### config.mk
export PLATFORM = sky130hd
export DESIGN_NAME = if_fetch_flat
export DESIGN_NICKNAME = d
export VERILOG_FILES = /design/src/rtl/if_fetch_if.sv /design/src/rtl/if_fetch.sv /design/src/flat_wrapper.sv
export SDC_FILE = /design/constraint.sdc
export NUM_CORES = 1
export LEC_CHECK = 0
export BUFFER_PORTS_ARGS = -buffer_cell sky130_fd_sc_hd__buf_2
export CORE_ASPECT_RATIO = 0.6
export CORE_MARGIN = 2
export CORE_UTILIZATION = 50
export DETAILED_ROUTE_END_ITERATION = 10
export GPL_ROUTABILITY_DRIVEN = 0
export GPL_TIMING_DRIVEN = 0
export HOLD_SLACK_MARGIN = 0.1
export PLACE_DENSITY = 0.76
export RECOVER_POWER = 50
export SLEW_MARGIN = 20
export SYNTH_ARGS = -nofsm -noshare
export SYNTH_HDL_FRONTEND = slang
export SYNTH_SLANG_ARGS = --single-unit
### constraint.sdc
create_clock -name clk -period 1.9 [get_ports clk]
set_clock_uncertainty 0.05 [all_clocks]
set_input_delay 0.095 -clock clk [delete_from_list [all_inputs] [get_ports clk]]
set_output_delay 0.095 -clock clk [all_outputs]
set_load 0.005 [all_outputs]
### src/rtl/if_fetch_if.sv
// Bundle of the fetch stage's memory-side and decode-side signals.
// master: the fetch stage; slave: the instruction memory / decode environment.
// No logic here, only signal grouping and direction views.
interface if_fetch_if;
  // decode-side control
  logic        hold_i;
  logic        jump_en_i;
  logic [31:0] jump_addr_i;
  // instruction memory
  logic        imem_req_o;
  logic [31:0] imem_addr_o;
  logic [31:0] imem_rdata_i;
  logic        imem_ack_i;
  // decode-side instruction
  logic [31:0] inst_o;
  logic [31:0] inst_addr_o;
  logic        inst_valid_o;
  logic [31:0] fetch_cnt_o;

  modport master (
    input  hold_i, jump_en_i, jump_addr_i, imem_rdata_i, imem_ack_i,
    output imem_req_o, imem_addr_o, inst_o, inst_addr_o, inst_valid_o, fetch_cnt_o
  );

  modport slave (
    output hold_i, jump_en_i, jump_addr_i, imem_rdata_i, imem_ack_i,
    input  imem_req_o, imem_addr_o, inst_o, inst_addr_o, inst_valid_o, fetch_cnt_o
  );
endinterface

### src/rtl/if_fetch.sv
// Instruction fetch: owns the PC, reads imem over req/ack, hands instructions to decode.
// Latency: ack cycle + 1 clk to inst_o; 1 instr/clk with zero-wait memory.
// Backpressure: hold_i parks one in-flight word in a 1-entry skid and drops req until drained.
// Optional accepted-instruction counter enabled by defining IF_FETCH_CNT_EN.
module if_fetch #(
  parameter logic [31:0] RESET_PC = 32'h0000_0000,
  parameter logic [31:0] NOP_INST = 32'h0000_0013
) (
  input logic      clk,
  input logic      rst_n,
  if_fetch_if.master bus
);

  typedef enum logic [1:0] {S_IDLE, S_FETCH, S_FULL, S_KILL} state_t;

  state_t      state;
  logic [31:0] pc;
  logic        req_q;
  logic [31:0] addr_q;
  logic [31:0] inst_q;
  logic [31:0] inst_addr_q;
  logic        valid_q;
  logic [31:0] skid_inst;
  logic [31:0] skid_addr;

  logic [31:0] jump_tgt;
  logic [31:0] pc_inc;
  logic        outstanding;

  // Targets are forced to word alignment; the low two bits of jump_addr_i are ignored.
  assign jump_tgt    = bus.jump_addr_i & ~32'h3;
  assign pc_inc      = pc + 32'd4;
  assign outstanding = req_q & ~bus.imem_ack_i;

  // Fetch FSM: PC, memory request, skid entry and decode-side outputs, all registered.
  // The skid holds data only while in S_FULL, so leaving S_FULL is what empties it.
  always_ff @(posedge clk or negedge rst_n) begin
    if (!rst_n) begin
      state       <= S_IDLE;
      pc          <= RESET_PC;
      req_q       <= 1'b0;
      addr_q      <= RESET_PC;
      inst_q      <= NOP_INST;
      inst_addr_q <= RESET_PC;
      valid_q     <= 1'b0;
      skid_inst   <= NOP_INST;
      skid_addr   <= RESET_PC;
    end else if (bus.jump_en_i && state != S_KILL) begin
      // Redirect wins over hold and over any data returning this cycle.
      pc      <= jump_tgt;
      inst_q  <= NOP_INST;
      valid_q <= 1'b0;
      if (outstanding) begin
        // Memory still owes us a word for the old address: keep req/addr until it arrives.
        state <= S_KILL;
      end else begin
        state  <= S_FETCH;
        req_q  <= 1'b1;
        addr_q <= jump_tgt;
      end
    end else begin
      case (state)
        S_IDLE: begin
          state  <= S_FETCH;
          req_q  <= 1'b1;
          addr_q <= pc;
        end
        S_FETCH: begin
          if (bus.imem_ack_i) begin
            pc     <= pc_inc;
            addr_q <= pc_inc;
            if (!bus.hold_i) begin
              inst_q      <= bus.imem_rdata_i;
              inst_addr_q <= pc;
              valid_q     <= 1'b1;
            end else begin
              // Decode is stalled: park the returned word and stop requesting.
              skid_inst <= bus.imem_rdata_i;
              skid_addr <= pc;
              req_q     <= 1'b0;
              state     <= S_FULL;
            end
          end else if (!bus.hold_i) begin
            inst_q  <= NOP_INST;
            valid_q <= 1'b0;
          end
        end
        S_FULL: begin
          if (!bus.hold_i) begin
            inst_q      <= skid_inst;
            inst_addr_q <= skid_addr;
            valid_q     <= 1'b1;
            req_q       <= 1'b1;
            addr_q      <= pc;
            state       <= S_FETCH;
          end
        end
        S_KILL: begin
          // Only the PC follows a further jump; the bus stays on the killed address.
          if (bus.jump_en_i) begin
            pc <= jump_tgt;
          end
          if (bus.imem_ack_i) begin
            state  <= S_FETCH;
            req_q  <= 1'b1;
            addr_q <= bus.jump_en_i ? jump_tgt : pc;
          end
        end
      endcase
    end
  end

  assign bus.imem_req_o   = req_q;
  assign bus.imem_addr_o  = addr_q;
  assign bus.inst_o       = inst_q;
  assign bus.inst_addr_o  = inst_addr_q;
  assign bus.inst_valid_o = valid_q;

`ifdef IF_FETCH_CNT_EN
  logic [31:0] cnt_q;

  // Count instructions taken by decode; a redirect cycle is not counted.
  always_ff @(posedge clk or negedge rst_n) begin
    if (!rst_n) begin
      cnt_q <= 32'h0;
    end else if (valid_q && !bus.hold_i && !bus.jump_en_i) begin
      cnt_q <= cnt_q + 32'd1;
    end
  end

  assign bus.fetch_cnt_o = cnt_q;
`else
  assign bus.fetch_cnt_o = 32'h0;
`endif

endmodule

### src/flat_wrapper.sv
// flat-port wrapper written by rule: the top's interface ports become plain ports
module if_fetch_flat 
#(
  parameter logic [31:0] RESET_PC = 32'h0000_0000,
  parameter logic [31:0] NOP_INST = 32'h0000_0013
)
  (clk, rst_n, bus_hold_i, bus_jump_en_i, bus_jump_addr_i, bus_imem_rdata_i, bus_imem_ack_i, bus_imem_req_o, bus_imem_addr_o, bus_inst_o, bus_inst_addr_o, bus_inst_valid_o, bus_fetch_cnt_o);
  if_fetch_if bus_i ();
  input logic clk;
  input logic rst_n;
  input wire logic [$bits(bus_i.hold_i)-1:0] bus_hold_i;
  input wire logic [$bits(bus_i.jump_en_i)-1:0] bus_jump_en_i;
  input wire logic [$bits(bus_i.jump_addr_i)-1:0] bus_jump_addr_i;
  input wire logic [$bits(bus_i.imem_rdata_i)-1:0] bus_imem_rdata_i;
  input wire logic [$bits(bus_i.imem_ack_i)-1:0] bus_imem_ack_i;
  output wire logic [$bits(bus_i.imem_req_o)-1:0] bus_imem_req_o;
  output wire logic [$bits(bus_i.imem_addr_o)-1:0] bus_imem_addr_o;
  output wire logic [$bits(bus_i.inst_o)-1:0] bus_inst_o;
  output wire logic [$bits(bus_i.inst_addr_o)-1:0] bus_inst_addr_o;
  output wire logic [$bits(bus_i.inst_valid_o)-1:0] bus_inst_valid_o;
  output wire logic [$bits(bus_i.fetch_cnt_o)-1:0] bus_fetch_cnt_o;
  assign bus_i.hold_i = bus_hold_i;
  assign bus_i.jump_en_i = bus_jump_en_i;
  assign bus_i.jump_addr_i = bus_jump_addr_i;
  assign bus_i.imem_rdata_i = bus_imem_rdata_i;
  assign bus_i.imem_ack_i = bus_imem_ack_i;
  assign bus_imem_req_o = bus_i.imem_req_o;
  assign bus_imem_addr_o = bus_i.imem_addr_o;
  assign bus_inst_o = bus_i.inst_o;
  assign bus_inst_addr_o = bus_i.inst_addr_o;
  assign bus_inst_valid_o = bus_i.inst_valid_o;
  assign bus_fetch_cnt_o = bus_i.fetch_cnt_o;
  if_fetch #(.RESET_PC(RESET_PC), .NOP_INST(NOP_INST)) u_core (.clk(clk), .rst_n(rst_n), .bus(bus_i));
endmodule
==> results.json <==
{
  "fin_crit_sh_pct": 119,
  "path_max_fanout": 7,
  "status": "finished with violations",
  "netlist_instances": 1024,
  "cts_tree": "yes",
  "p_per_area_nw_per_um2": 1740,
  "critPathKind": "flop to flop",
  "ctsLongestPathBuffers": 2,
  "irDropWorstVdd_v": 0.00105,
  "dp.cells": 1493,
  "placed_area_um2": 11600,
  "ant_nets": 0,
  "vias": 11000,
  "fp.dieW_um": 188,
  "antenna_found_initial": 0,
  "highest_layer": "met5",
  "violations": "setup timing",
  "drv_cap": 0,
  "postSynth.asyncResetShare_pct": 100,
  "drive_gt1_share_pct": 45.3,
  "synth.ff_latch_count": 196,
  "initial_core_util_pct": 50.9,
  "syn-cell-area_um2": 10200,
  "wl_met2_um": 17800,
  "detailedRoute.firstPassIterationCount": 9,
  "cp.required_ns": 2.18,
  "timing.rr.start": "u_core.pc[12]",
  "clock-root-buffer": "clkbuf_16",
  "slew_viol_final": 0,
  "setup_ws_ns": -0.352,
  "ys_types": 68,
  "r2r_setup_slack_ns": -0.35,
  "hold_path_class": "input port to asynchronous set/reset pin",
  "fmax_ghz": 0.444,
  "fin_cells": 1681,
  "drc": 0,
  "io_pins": 199,
  "r2r_cells": 7,
  "ys.flop_type": "dfrtp_1",
  "syn_to_final_growth_pct": 54.4,
  "cp.arrival_ns": 2.53,
  "cp-startpoint": "u_core.pc[12]",
  "nFillCells": 1155,
  "p_leak_nw": 7.08,
  "numCtsBuffers": 17,
  "rsz0062_at_grt": "yes",
  "fin_nets": 1468,
  "min_period_ns": 2.25,
  "drt_iter0_drc": 1713,
  "die_h_um": 115,
  "wl_met3_um": 5900,
  "clock-sinks": 196,
  "stdcell_area_um2": 15800,
  "synth_edf_count": 0,
  "cts_max_level": 4,
  "rows": 40,
  "dp_hpwl_um": 23300,
  "grt_usage_pct": 32.9,
  "portBuffers": 163,
  "clkTransAtPathRegs_ns": 0.07,
  "avgSynthCellArea_um2": 9.96,
  "setup_viol": 165,
  "cp-end-kind": "flop",
  "hold_viol": 0,
  "drt-met1-wl_um": 16500,
  "endpoint": "u_core.pc[30]",
  "routedWlPerCell_um": 25.2,
  "grt_pass1_wl_um": 53700,
  "start_kind": "flop",
  "dieArea_um2": 21600,
  "setup_tns_ns": -14.03,
  "routed_wl_um": 42400,
  "antenna_cells": 0,
  "coreArea_um2": 20000,
  "clock_latency_ns": 0.46,
  "yosys_warnings": 0,
  "overflow": 0,
  "yosysSeqAreaShare_pct": 48.2,
  "r2r-end": "u_core.pc[30]",
  "grt_max_degree": 92,
  "grt_pass1_vias": 9360,
  "vias_per_cell": 6.56,
  "relSlewSlack_pct": 40.7,
  "post-route-util_pct": 78.7,
  "tightest_slew_ns": 0.890
}
-- what timing repair did --
| action | 4_1_cts | 5_1_grt |
|---|---|---|
| endpoints found under the hold margin | 229 | 0 |
| hold buffers | 64 | 0 |
| gates cloned | 5 | 11 |
| gates resized for setup | 244 | 270 |
| setup endpoints to repair | 196 | 190 |
| pin swaps | 30 | 68 |
| buffers inserted | 49 | 37 |
-- cells in the mapped netlist (5+ instances only) --
library cell,number,share of area [%]
a21oi_1,63,3.1
a221oi_1,20,1.7
a22o_1,8,0.69
a22oi_1,33,2.4
a311oi_1,12,1.0
a31oi_1,10,0.61
and2_1,8,0.49
and3_1,15,0.92
and4_1,6,0.52
buf_1,6,0.22
buf_2,44,2.2
buf_4,35,2.6
clkbuf_1,44,1.6
dfrtp_1,190,47
dfstp_2,6,1.5
inv_1,9,0.33
mux2_1,59,6.5
mux2i_1,38,3.7
nand2_1,81,3.0
nand2b_1,5,0.31
nand3_1,22,1.1
nand4_1,14,0.86
nor2_1,102,3.8
nor3_1,14,0.69
o211ai_1,8,0.59
o21ai_0,31,1.5
o21ai_1,7,0.34
o22ai_1,17,1.0
o31ai_1,38,2.8
xnor2_1,5,0.43
xor2_1,8,0.69
-- how the worst min path moves through the flow --
stage	end	slack, ns	start
6_report	u_core.bus.inst_addr_o[16]	0.08	rst_n
5_1_grt	u_core.bus.inst_addr_o[16]	0.12	rst_n
4_1_cts	u_core.bus.inst_addr_o[16]	0.11	rst_n
3_5_place_dp	u_core.bus.inst_addr_o[16]	-0.02	rst_n
3_3_place_gp	u_core.skid_inst[1]	0.27	bus_imem_rdata_i[1]
2_1_floorplan	u_core.bus.imem_addr_o[0]	-0.25	rst_n
-- cells by family (layout without fill, tap and decap cells) --
logic type | after synthesis | count (layout) | share of synthesized area (%)
xor+xnor | 13 | 13 | 1.12
other cells | 1 | 32 | 0.0368
simple gates | 293 | 293 | 14.3
mux | 98 | 98 | 10.4
fa+ha+maj | 4 | 4 | 0.491
flops | 196 | 196 | 48.2
compound gates | 280 | 280 | 18.6
buf+inv | 139 | 492 | 6.96
-- layout by cell type (no fill, tap or decap), types with 9 or more instances in the layout --
cell type,synthesis,final
dfrtp_1,190,186
buf_4,35,93
o21ai_0,31,16
nor2_1,102,72
nand3_1,22,15
dlygate4sd3_1,0,64
o22ai_1,17,16
a21oi_1,63,29
mux2i_1,38,33
nand4_1,14,14
clkbuf_16,0,29
nand2_2,0,9
o31ai_2,0,11
buf_6,0,33
nand2_4,0,10
and3_1,15,13
a21oi_2,0,33
nand2_1,81,61
nor2_4,0,16
nor3_1,14,10
nor2_2,0,14
buf_2,44,155
a22oi_1,33,31
buf_8,0,16
mux2_4,0,60
o31ai_1,38,27
clkbuf_1,44,34
conb_1,1,32
buf_12,0,22
o21ai_1,7,13
a221oi_2,0,11
-- metal layers --
metal  vias to the layer above  GRT usage (%)
met2                       992           45.6
li1                       4442              -
met1                      5324           47.3
met4                         2           10.9
met3                       267           12.1
met5                         -              0
-- through the flow --
step | power, mW | worst slack (ns) | hold slack [ns]
2_1_floorplan | 13.2 | -0.0531 | -0.251
3_3_place_gp | 16.4 | -2.60 | 0.275
3_5_place_dp | 16.8 | -0.822 | -0.0171
4_1_cts | 23.3 | -0.132 | 0.107
5_1_grt | 28.2 | -0.357 | 0.118
6_report | 27.3 | -0.352 | 0.0757
-- critical path, cell delays in order (launching register included) --
cell and delay, ns:
dfrtp_2 0.52, and4_1 0.24, buf_4 0.16, nand4_4 0.14, nor3_4 0.38, buf_4 0.18
nand4_1 0.20, nor3b_2 0.26
-- state kept, by name (all words and copies together), names as in the netlist --
name	flops
u_core.bus.inst_o	32
u_core.state	2
u_core.bus.inst_addr_o	32
u_core.bus.imem_req_o	1
u_core.bus.inst_valid_o	1
u_core.bus.imem_addr_o	32
u_core.skid_addr	32
u_core.skid_inst	32
u_core.pc	32
-- report_power, final --
group | switching [mW] | internal, mW | total (mW) | leakage (nW)
Combinational | 8.37 | 7.23 | 15.6 | 4.44
Clock | 1.73 | 2.21 | 3.93 | 0.303
Sequential | 1.57 | 6.24 | 7.80 | 2.34
-- cell type report --
type	instances	area [µm²]	area share [%]
Sequential cell	196	4920	31.2
Timing Repair Buffer	329	2710	17.2
Buffer	122	1150	7.32
Tap cell	273	342	2.17
Clock buffer	19	433	2.75
Clock inverter	13	181	1.15
Multi-Input combinational cell	720	5990	38.0
Inverter	9	33.8	0.214
Power figures use the tool's default switching activity.
